$ cat src/rtl/serial_tx_ctrl_pkg.sv
// serial_tx_ctrl_pkg: shared FSM encoding and line levels for the serial transmitter
package serial_tx_ctrl_pkg;
    typedef enum logic [1:0] {IDLE, START, DATA, STOP} state_t;
    localparam logic LINE_IDLE = 1'b1;
endpackage

$ cat src/rtl/serial_tx_ctrl_shift_reg.sv
// shift_reg: loadable bidirectional shift register exposing its two lowest bits
module shift_reg #(
    parameter int N = 8
) (
    input  logic         i_clk,
    input  logic         i_reset,
    input  logic         i_ce,
    input  logic         i_we,
    input  logic         i_shift_right,
    input  logic         i_shift_left,
    input  logic [N-1:0] i_data,
    output logic         o_bit0,
    output logic         o_bit1
);
    logic [N-1:0] q;

    always_ff @(posedge i_clk)
        if (i_reset) q <= '0;
        else if (i_ce) q <= i_we ? i_data : i_shift_right ? q >> 1 : i_shift_left ? q << 1 : q;

    assign o_bit0 = q[0];
    // o_bit1 is the value bit 0 takes after a right shift
    generate
        if (N > 1) begin : g_wide
            assign o_bit1 = q[1];
        end else begin : g_narrow
            assign o_bit1 = 1'b0;
        end
    endgenerate
endmodule

$ cat src/rtl/serial_tx_ctrl.sv
// serial_tx_ctrl: start/data/stop framing serializer with per-bit clock-enable timing
module serial_tx_ctrl
    import serial_tx_ctrl_pkg::*;
#(
    parameter int N            = 8,
    parameter int CLKS_PER_BIT = 4
) (
    input  logic         i_clk,
    input  logic         i_reset,
    input  logic         i_ce,
    input  logic         i_valid,
    output logic         o_ready,
    input  logic [N-1:0] i_data,
    output logic         o_serial,
    output logic         o_busy,
    output logic         o_done
);
    localparam int BW = CLKS_PER_BIT > 1 ? $clog2(CLKS_PER_BIT) : 1;
    localparam int CW = N > 1 ? $clog2(N) : 1;
    localparam logic [BW-1:0] BAUD_MAX = BW'(CLKS_PER_BIT - 1);
    localparam logic [CW-1:0] BIT_MAX = CW'(N - 1);

    state_t state, state_d;
    logic [BW-1:0] baud_cnt;
    logic [CW-1:0] bit_cnt;
    logic accept, bit_end, shift_right, sr_bit0, sr_bit1;
    logic serial_d, ready_d, busy_d, done_d;

    assign accept      = i_ce && i_valid && state == IDLE;
    assign bit_end     = i_ce && state != IDLE && baud_cnt == BAUD_MAX;
    assign shift_right = bit_end && state == DATA;

    shift_reg #(.N(N)) u_shift_reg (
        .i_clk        (i_clk),
        .i_reset      (i_reset),
        .i_ce         (1'b1),
        .i_we         (accept),
        .i_shift_right(shift_right),
        .i_shift_left (1'b0),
        .i_data       (i_data),
        .o_bit0       (sr_bit0),
        .o_bit1       (sr_bit1)
    );

    always_ff @(posedge i_clk)
        if (i_reset) state <= IDLE;
        else if (i_ce) state <= state_d;

    always_comb begin
        state_d = state == IDLE ? (i_valid ? START : IDLE)
                : !bit_end      ? state
                : state == START ? DATA
                : state == DATA  ? (bit_cnt == BIT_MAX ? STOP : DATA)
                : IDLE;
    end

    always_ff @(posedge i_clk)
        if (i_reset) begin
            baud_cnt <= '0;
            bit_cnt  <= '0;
        end else if (i_ce) begin
            baud_cnt <= (state == IDLE || baud_cnt == BAUD_MAX) ? '0 : baud_cnt + 1'b1;
            bit_cnt  <= state != DATA ? '0 : (bit_end && bit_cnt != BIT_MAX) ? bit_cnt + 1'b1 : bit_cnt;
        end

    // Outputs are computed for the upcoming state so they can be registered without lag
    always_comb begin
        serial_d = state_d == START ? 1'b0
                 : state_d == DATA  ? (shift_right ? sr_bit1 : sr_bit0)
                 : LINE_IDLE;
        ready_d  = state_d == IDLE;
        busy_d   = state_d != IDLE;
        done_d   = state == STOP && state_d == IDLE;
    end

    always_ff @(posedge i_clk)
        if (i_reset) begin
            o_serial <= LINE_IDLE;
            o_ready  <= 1'b1;
            o_busy   <= 1'b0;
            o_done   <= 1'b0;
        end else if (i_ce) begin
            o_serial <= serial_d;
            o_ready  <= ready_d;
            o_busy   <= busy_d;
            o_done   <= done_d;
        end else begin
            o_done   <= 1'b0;
        end
endmodule

$ cat config.mk
export PLATFORM = sky130hd
export DESIGN_NAME = serial_tx_ctrl
export DESIGN_NICKNAME = d
export VERILOG_FILES = /design/src/rtl/serial_tx_ctrl_pkg.sv /design/src/rtl/serial_tx_ctrl_shift_reg.sv /design/src/rtl/serial_tx_ctrl.sv
export SDC_FILE = /design/constraint.sdc
export NUM_CORES = 1
export LEC_CHECK = 0
export ABC_AREA = 1
export CAP_MARGIN = 20
export CORE_UTILIZATION = 55
export CTS_BUF_LIST = sky130_fd_sc_hd__clkbuf_4
export CTS_CLUSTER_SIZE = 8
export DETAILED_ROUTE_END_ITERATION = 12
export PLACE_DENSITY = 0.89
export SETUP_SLACK_MARGIN = 0.5
export SKIP_CTS_REPAIR_TIMING = 1
export SYNTH_ARGS = -nofsm -noshare
export SYNTH_HDL_FRONTEND = slang
export SYNTH_SLANG_ARGS = --single-unit
$ cat constraint.sdc
create_clock -name i_clk -period 1.8 [get_ports i_clk]
set_input_delay 0.27 -clock i_clk [delete_from_list [all_inputs] [get_ports i_clk]]
set_output_delay 0.27 -clock i_clk [all_outputs]
set_load 0.01 [all_outputs]
==> results of run 1 <==
-- routing by layer --
layer / global-route usage / up-vias
li1: - / 513
met5: 0 / -
met1: 0.2577 / 504
met2: 0.4111 / 37
met4: 0.08824 / 0
met3: 0.02353 / 13
-- flip-flops by register name, summed over array words and instances (netlist names) --
register / flops
o_ready: 1
o_busy: 1
baud_cnt: 2
o_serial: 1
o_done: 1
bit_cnt: 3
state: 2
u_shift_reg.q: 8
-- critical path: stages (launching register included) --
cell      delay (ns)
dfxtp_4         0.41
inv_4           0.05
ha_4            0.19
clkinv_4        0.07
nand4_1         0.12
nand2_2         0.21
inv_4           0.07
o21ai_0         0.19
a21oi_1         0.06
-- logic make-up after synthesis --
kind of cell | count (synthesis) | synth area share
AOI/OAI and AO/OA | 29 | 0.1529
adders and majority gates | 7 | 0.08046
buffers and inverters | 27 | 0.1310
DFF | 19 | 0.3494
and+or+nand+nor | 60 | 0.2862
-- placed cells by master, fill, tap and decap left out, types with 4 or more instances in the layout --
cell / n
nand2_1: 20
dfxtp_1: 17
nand2_2: 15
inv_1: 14
clkdlybuf4s50_1: 10
a21oi_2: 8
a21oi_1: 7
buf_4: 7
nand4_1: 6
nand3_1: 6
o21ai_2: 6
ha_1: 5
dlymetal6s2s_1: 5
nor2_1: 4
o21ai_0: 4
-- how the worst max path moves through the flow --
stage               cells past startpoint  slack [ns]                             to
floorplan                              13        0.47           o_ready$_SDFFE_PP1P_
global placement                        6        0.06  u_shift_reg.q[6]$_SDFFE_PP0P_
detailed placement                      6        0.02  u_shift_reg.q[3]$_SDFFE_PP0P_
CTS                                     7        0.19  u_shift_reg.q[3]$_SDFFE_PP0P_
global route                            8        0.25  u_shift_reg.q[1]$_SDFFE_PP0P_
finish                                  8        0.33  u_shift_reg.q[3]$_SDFFE_PP0P_
-- where the power goes --
part           leakage (nW)  switching, mW  internal (mW)  total [mW]
clock network        0.0139          0.151         0.0850       0.236
logic                 0.482          0.118          0.102       0.219
registers             0.157         0.0167          0.440       0.457
total                 0.652          0.285          0.627       0.912
-- final cells by class --
type / count / area (um2) / share of cell area
timing repair buffer: 25 / 249.0 / 0.1705
tap: 25 / 31.28 / 0.02142
clock buffer: 3 / 22.52 / 0.01542
sequential: 19 / 387.9 / 0.2656
inverter: 21 / 96.34 / 0.06598
multi-input combinational: 96 / 665.6 / 0.4559
clock inverter: 1 / 7.507 / 0.005141
==> results.md, run 1 <==
* Outcome: finished, final reports clean
* WP data arrival at ~1.7 ns
* Worst hold path class: input pin to flop
* EDFF count, synth at 0
* Final hold slack at 0.4595 ns
* Post-DP HPWL at 1.614 mm
* RR Endpoint: u_shift_reg.q[3]$_SDFFE_PP0P_
* Cells after Synth at around 140
* Dpl cells at 180
* Upper clock frequency limit at slightly below 0.7 GHz
* DRT antenna net count at 0
* First-pass GRT wire length at 3.498 mm
* Hold depth at 3
* Power, Total at roughly 910 uW
* DP Area at 0.001256 mm2
* DRT iter0 DRCs at 29
* Clock Latency Late Sink at 0.32 ns
* Fin Clk Skew at 0.009999 ns
* Port Buf Inserts at 15
* Top cells by count, synth: nand2_1, dfxtp_1, inv_1
* Worst-path clk slew at 0.12 ns
* Layout Nets at 185
* Syn Nets at approximately 160
* Mean routed wirelength per cell at 13.47 um
* Antenna fix cells at 0
* Max Slew Vio Count at 0
* Sequential share of the synthesized area at 0.3494
* Pwr Density at 624.5 mW/mm2
* Layout Cells excl Fill at 190
* Worst setup SP type: flop
* Die W at 46.49 um
* Top-area cell type share of the netlist area at 0.3494
* Pre-CTS setup slack at 0.01956 ns
* FF-to-FF Start: state[1]$_SDFFE_PP0P_
* Die Y at approximately 46 um
* Tcrit/Tclk final at 0.8190
* Post-Route WL at 2.559 mm
* I/O pins at 16
* Final setup margin at around 0.33 ns
* Top_reg_cell synth: dfxtp_1
* Die area at 0.002161 mm2
* Crit path from: state[1]$_SDFFE_PP0P_
* Worst rel slew slack at 0.7284
* RSZ-0062 raised after global routing: true
* Yosys warns at 0
* WL met3 at 109 um
* #FFs+latches synth at 19
* Synth area leader: dfxtp_1
* Total GRT Usage at 0.2237
* Met2 wire len at 1.327 mm
* DRC at 0
* Critical Path Sink Type: flop
* Filler Cell Count at 111
* Vias in the first global route at 887
* DRT Pass-1 Iters at 4
* GP Congestion at 0.8636
* Async set or reset register ratio after synthesis at 0
* Peak supply drop at 666.8 uV
* Worst slew pin tran at 0.4068 ns
* Final Core Density at 0.8189
* Final hold viol count at 0
* Most common cell in the netlist: nand2_1
* Routed vias/inst at 5.616
* Max clock buf depth at 2
* Crit-path max FO at 7
* Final setup viols at 0
* Row count at 15
* Root Buffer: clkbuf_4
* Hold-critical path endpoint: u_shift_reg.q[1]$_SDFFE_PP0P_
* Vias at 1067
* CTS Buf Count at 3
* Final min period at 1.474 ns
* Initial antenna violation count at 0
* Worst-case reg-to-reg path depth at 8
* Metal-1 WL at roughly 1 mm
* Mapped cell area at 0.001089 mm2
* Leakage at approximately 0.65 nW
* Highest routed layer: met4
* Avg Cell Area, Syn at 7.666 um2
* Synth unique cells at 26
* Setup_tns at 0 ns
* Kind of critical path: flop to flop
* Final Cell Area at around 0.0015 mm2
* Crit path required time at approximately 2.0 ns
* Core area at between 0.0015 and 0.002 mm2
* Min-delay src: i_ce
* Starting Density at 0.6105
* CTS tree: done
* Grt total ovfl at 0
* Max Cap Viol at 0
* Area Growth Syn to Fin at 34.14%
* Largest net degree at the start of global routing at 13
* Flop2flop setup slack at 0.33 ns
* Area contributors post-synth: dfxtp_1, nand2_1, ha_1
* Clock Sinks at 19
* H-tree Lvls at 1
* Share of layout cells above drive strength 1 at 0.3758
Power figures use the tool's default switching activity.
==> run 2, diff against run 1 <==
--- a/config.mk
+++ b/config.mk
@@ -7,11 +7,11 @@
 export LEC_CHECK = 0
 export ABC_AREA = 1
 export CAP_MARGIN = 20
-export CORE_UTILIZATION = 55
+export CORE_UTILIZATION = 50
 export CTS_BUF_LIST = sky130_fd_sc_hd__clkbuf_4
 export CTS_CLUSTER_SIZE = 8
 export DETAILED_ROUTE_END_ITERATION = 12
-export PLACE_DENSITY = 0.89
+export PLACE_DENSITY = 0.85
 export SETUP_SLACK_MARGIN = 0.5
 export SKIP_CTS_REPAIR_TIMING = 1
 export SYNTH_ARGS = -nofsm -noshare
==> constraint.sdc (replaced) <==
create_clock -name i_clk -period 1.19 [get_ports i_clk]
set_input_delay 0.1785 -clock i_clk [delete_from_list [all_inputs] [get_ports i_clk]]
set_output_delay 0.1785 -clock i_clk [all_outputs]
set_load 0.01 [all_outputs]
==> results.md, run 2 (synthesis results as in run 1) <==
* Outcome: finished with violations
* Failing checks: negative setup slack
* Flop2flop setup slack at -0.21 ns (-0.53 ns)
* Hold-critical path endpoint: u_shift_reg.q[3]$_SDFFE_PP0P_
* CTS tree: done
* DRC at 0 (unchanged)
* Max Slew Vio Count at 0 (unchanged)
* Min-delay src: u_shift_reg.q[3]$_SDFFE_PP0P_
* Antenna fix cells at 0 (unchanged)
* Share of layout cells above drive strength 1 at 0.3799 (+0.004131)
* Met1 global-route usage at 0.2374 (-0.02033)
* Core area at 0.002002 mm2 (+12%)
* Layout Cells excl Fill at 206 (+8.4%)
* Met2 Usage GRT at 0.3403 (-0.07083)
* I/O pins at 16 (unchanged)
* Clock Sinks at 19 (unchanged)
* Flip-flop count of the largest register, all copies and words added at 8 (unchanged)
* Leakage at 0.6685 nW (+2.5%)
* Row count at 16 (+1)
* CTS Buf Count at 3 (unchanged)
* First-pass GRT wire length at 3.650 mm (+4.3%)
* DRT antenna net count at 0 (unchanged)
* Worst-path clk slew at 0.11 ns (about the same)
* Port Buf Inserts at 15 (unchanged)
* Worst-case reg-to-reg path depth at 10 (+2)
* Routed vias/inst at 5.155 (-8.2%)
* Largest net degree at the start of global routing at 13 (unchanged)
* Hold depth at 2 (-1)
* Peak supply drop at 899.9 uV (+35%)
* Critical Path Sink Type: flop
* Post-Route WL at 2.341 mm (-8.5%)
* Vias in the first global route at 918 (+3.5%)
* Total GRT Usage at 0.1927 (-0.03094)
* Post-DP HPWL at 1.752 mm (+8.6%)
* Mean routed wirelength per cell at 11.36 um (-16%)
* Commonest cells after routing, fill and taps aside: nand2_1, buf_4, dfxtp_1
* Die area at 0.002368 mm2 (+9.6%)
* Top Registers: u_shift_reg.q (8), bit_cnt (3)
* DRT Pass-1 Iters at 4 (unchanged)
* Worst setup SP type: flop
* RR Endpoint: o_serial$_SDFFE_PP1P_
* Tcrit/Tclk final at 1.174 (+0.3555)
* Starting Density at 0.5438 (-0.06678)
* WP data arrival at 1.59 ns (-0.10 ns)
* Final hold viol count at 0 (unchanged)
* Dpl cells at 200 (+11%)
* Fin Clk Skew at 0.004504 ns (-0.005494 ns)
* Worst slew pin tran at 0.2147 ns (-0.1921 ns)
* DRT iter0 DRCs at 30 (+3.4%)
* Pwr Density at 921.1 mW/mm2 (+47%)
* Final Core Density at 0.7394 (-0.07957)
* Final setup viols at 18 (+18)
* Final hold slack at 0.4640 ns (+0.004463 ns)
* Crit path required time at 1.38 ns (-0.64 ns)
* Final setup margin at -0.2076 ns (-0.5334 ns)
* Final min period at 1.398 ns (-0.07656 ns)
* Worst rel slew slack at 0.8567 (+0.1283)
* GR Util met3 at 0.03145 (+0.007917)
* Clock Latency Late Sink at 0.30 ns (-0.02 ns)
* Grt peak-use layer: met2
* Crit-path max FO at 7 (unchanged)
* GP Congestion at 0.9066 (+5.0%)
* Upper clock frequency limit at 0.7155 GHz (+5.5%)
* FF-to-FF Start: state[1]$_SDFFE_PP0P_
* Commonest non-fill, non-tap cell in the layout: nand2_1
* Root Buffer: clkbuf_4
* Most flops, register: u_shift_reg.q
* Area Growth Syn to Fin at 35.98%
* Grt total ovfl at 0 (unchanged)
* Layout Nets at 199 (+7.6%)
* Kind of critical path: flop to flop
* Die Y at 48.66 um (+4.7%)
* Worst hold path class: flop to flop
* H-tree Lvls at 1 (unchanged)
* Max Cap Viol at 0 (unchanged)
* Vias at 1062 (-0.47%)
* RSZ-0062 raised after global routing: true
* Initial antenna violation count at 0 (unchanged)
* Die W at 48.66 um (+4.7%)
* Max clock buf depth at 2 (unchanged)
-- run 2: cell types whose count changed in the layout (fill, tap and decap cells not counted), sizes merged --
| cell | change |
|---|---|
| dlymetal6s2s | -5 |
| clkinv | +1 |
| clkinvlp | -1 |
| buf | +17 |
| clkdlybuf4s50 | +2 |
-- run 2: area by class of cell --
type                    instances  area [um2]
multi-input cells              96       619.3
fillers                       144       521.8
flip-flops and latches         19       385.4
repair buffers                 39       327.8
inverters                      21       86.33
well taps                      27       33.78
clock buffers                   3       22.52
clock inverters                 1       5.005
-- run 2: worst max path at each step --
stage | start | endpoint | slack (ns) | cells after the start
after floorplan | state[1]$_SDFFE_PP0P_ | o_ready$_SDFFE_PP1P_ | -0.14 | 13
after global placement | i_ce | u_shift_reg.q[3]$_SDFFE_PP0P_ | -0.28 | 7
after detailed placement | i_ce | o_serial$_SDFFE_PP1P_ | -0.33 | 9
after CTS | o_ready$_SDFFE_PP1P_ | o_ready | -0.22 | 1
after global routing | state[1]$_SDFFE_PP0P_ | o_ready$_SDFFE_PP1P_ | -0.30 | 9
final | state[1]$_SDFFE_PP0P_ | o_serial$_SDFFE_PP1P_ | -0.21 | 10
-- run 2: stage by stage --
step	setup slack (ns)	instance area, um2	power [mW]	TNS [ns]
2_1_floorplan	-0.1414	1107	0.8907	-1.268
3_3_place_gp	-0.2797	1394	1.013	-3.990
3_5_place_dp	-0.3256	1394	1.024	-4.546
4_1_cts	-0.2170	1421	1.346	-3.122
5_1_grt	-0.3032	1480	1.440	-4.555
6_report	-0.2076	1480	1.363	-2.844
-- run 2: worst max-delay path, stage by stage (launching register included) --
cell and delay, ns:
dfxtp_2 0.38, inv_4 0.05, ha_4 0.19, clkinv_4 0.06, nand3_4 0.08, nand2_2 0.10, nand2_2 0.06, nor2_4 0.13
nand3_2 0.08, nand3_1 0.08, nand3_1 0.06
-- run 2: where the power goes --
group / total [mW] / switching, mW / internal (mW)
Clock: 0.326 / 0.201 / 0.125
Sequential: 0.688 / 0.0187 / 0.669
Combinational: 0.350 / 0.171 / 0.179
Total: 1.36 / 0.390 / 0.973
-- run 2: metal layers --
metal	wire length [um]	part of all wire
met1	978	0.42
met2	1236	0.53
met3	101	0.043
met4	24	0.010
met5	0	0
==> run 3, diff against run 2 <==
--- a/config.mk
+++ b/config.mk
@@ -11,6 +11,7 @@
 export CTS_BUF_LIST = sky130_fd_sc_hd__clkbuf_4
 export CTS_CLUSTER_SIZE = 8
 export DETAILED_ROUTE_END_ITERATION = 12
+export GPL_ROUTABILITY_DRIVEN = 0
 export PLACE_DENSITY = 0.85
 export SETUP_SLACK_MARGIN = 0.5
 export SKIP_CTS_REPAIR_TIMING = 1
==> results of run 3 <==
Final layout, timing and power as in run 2 (identical DEF).
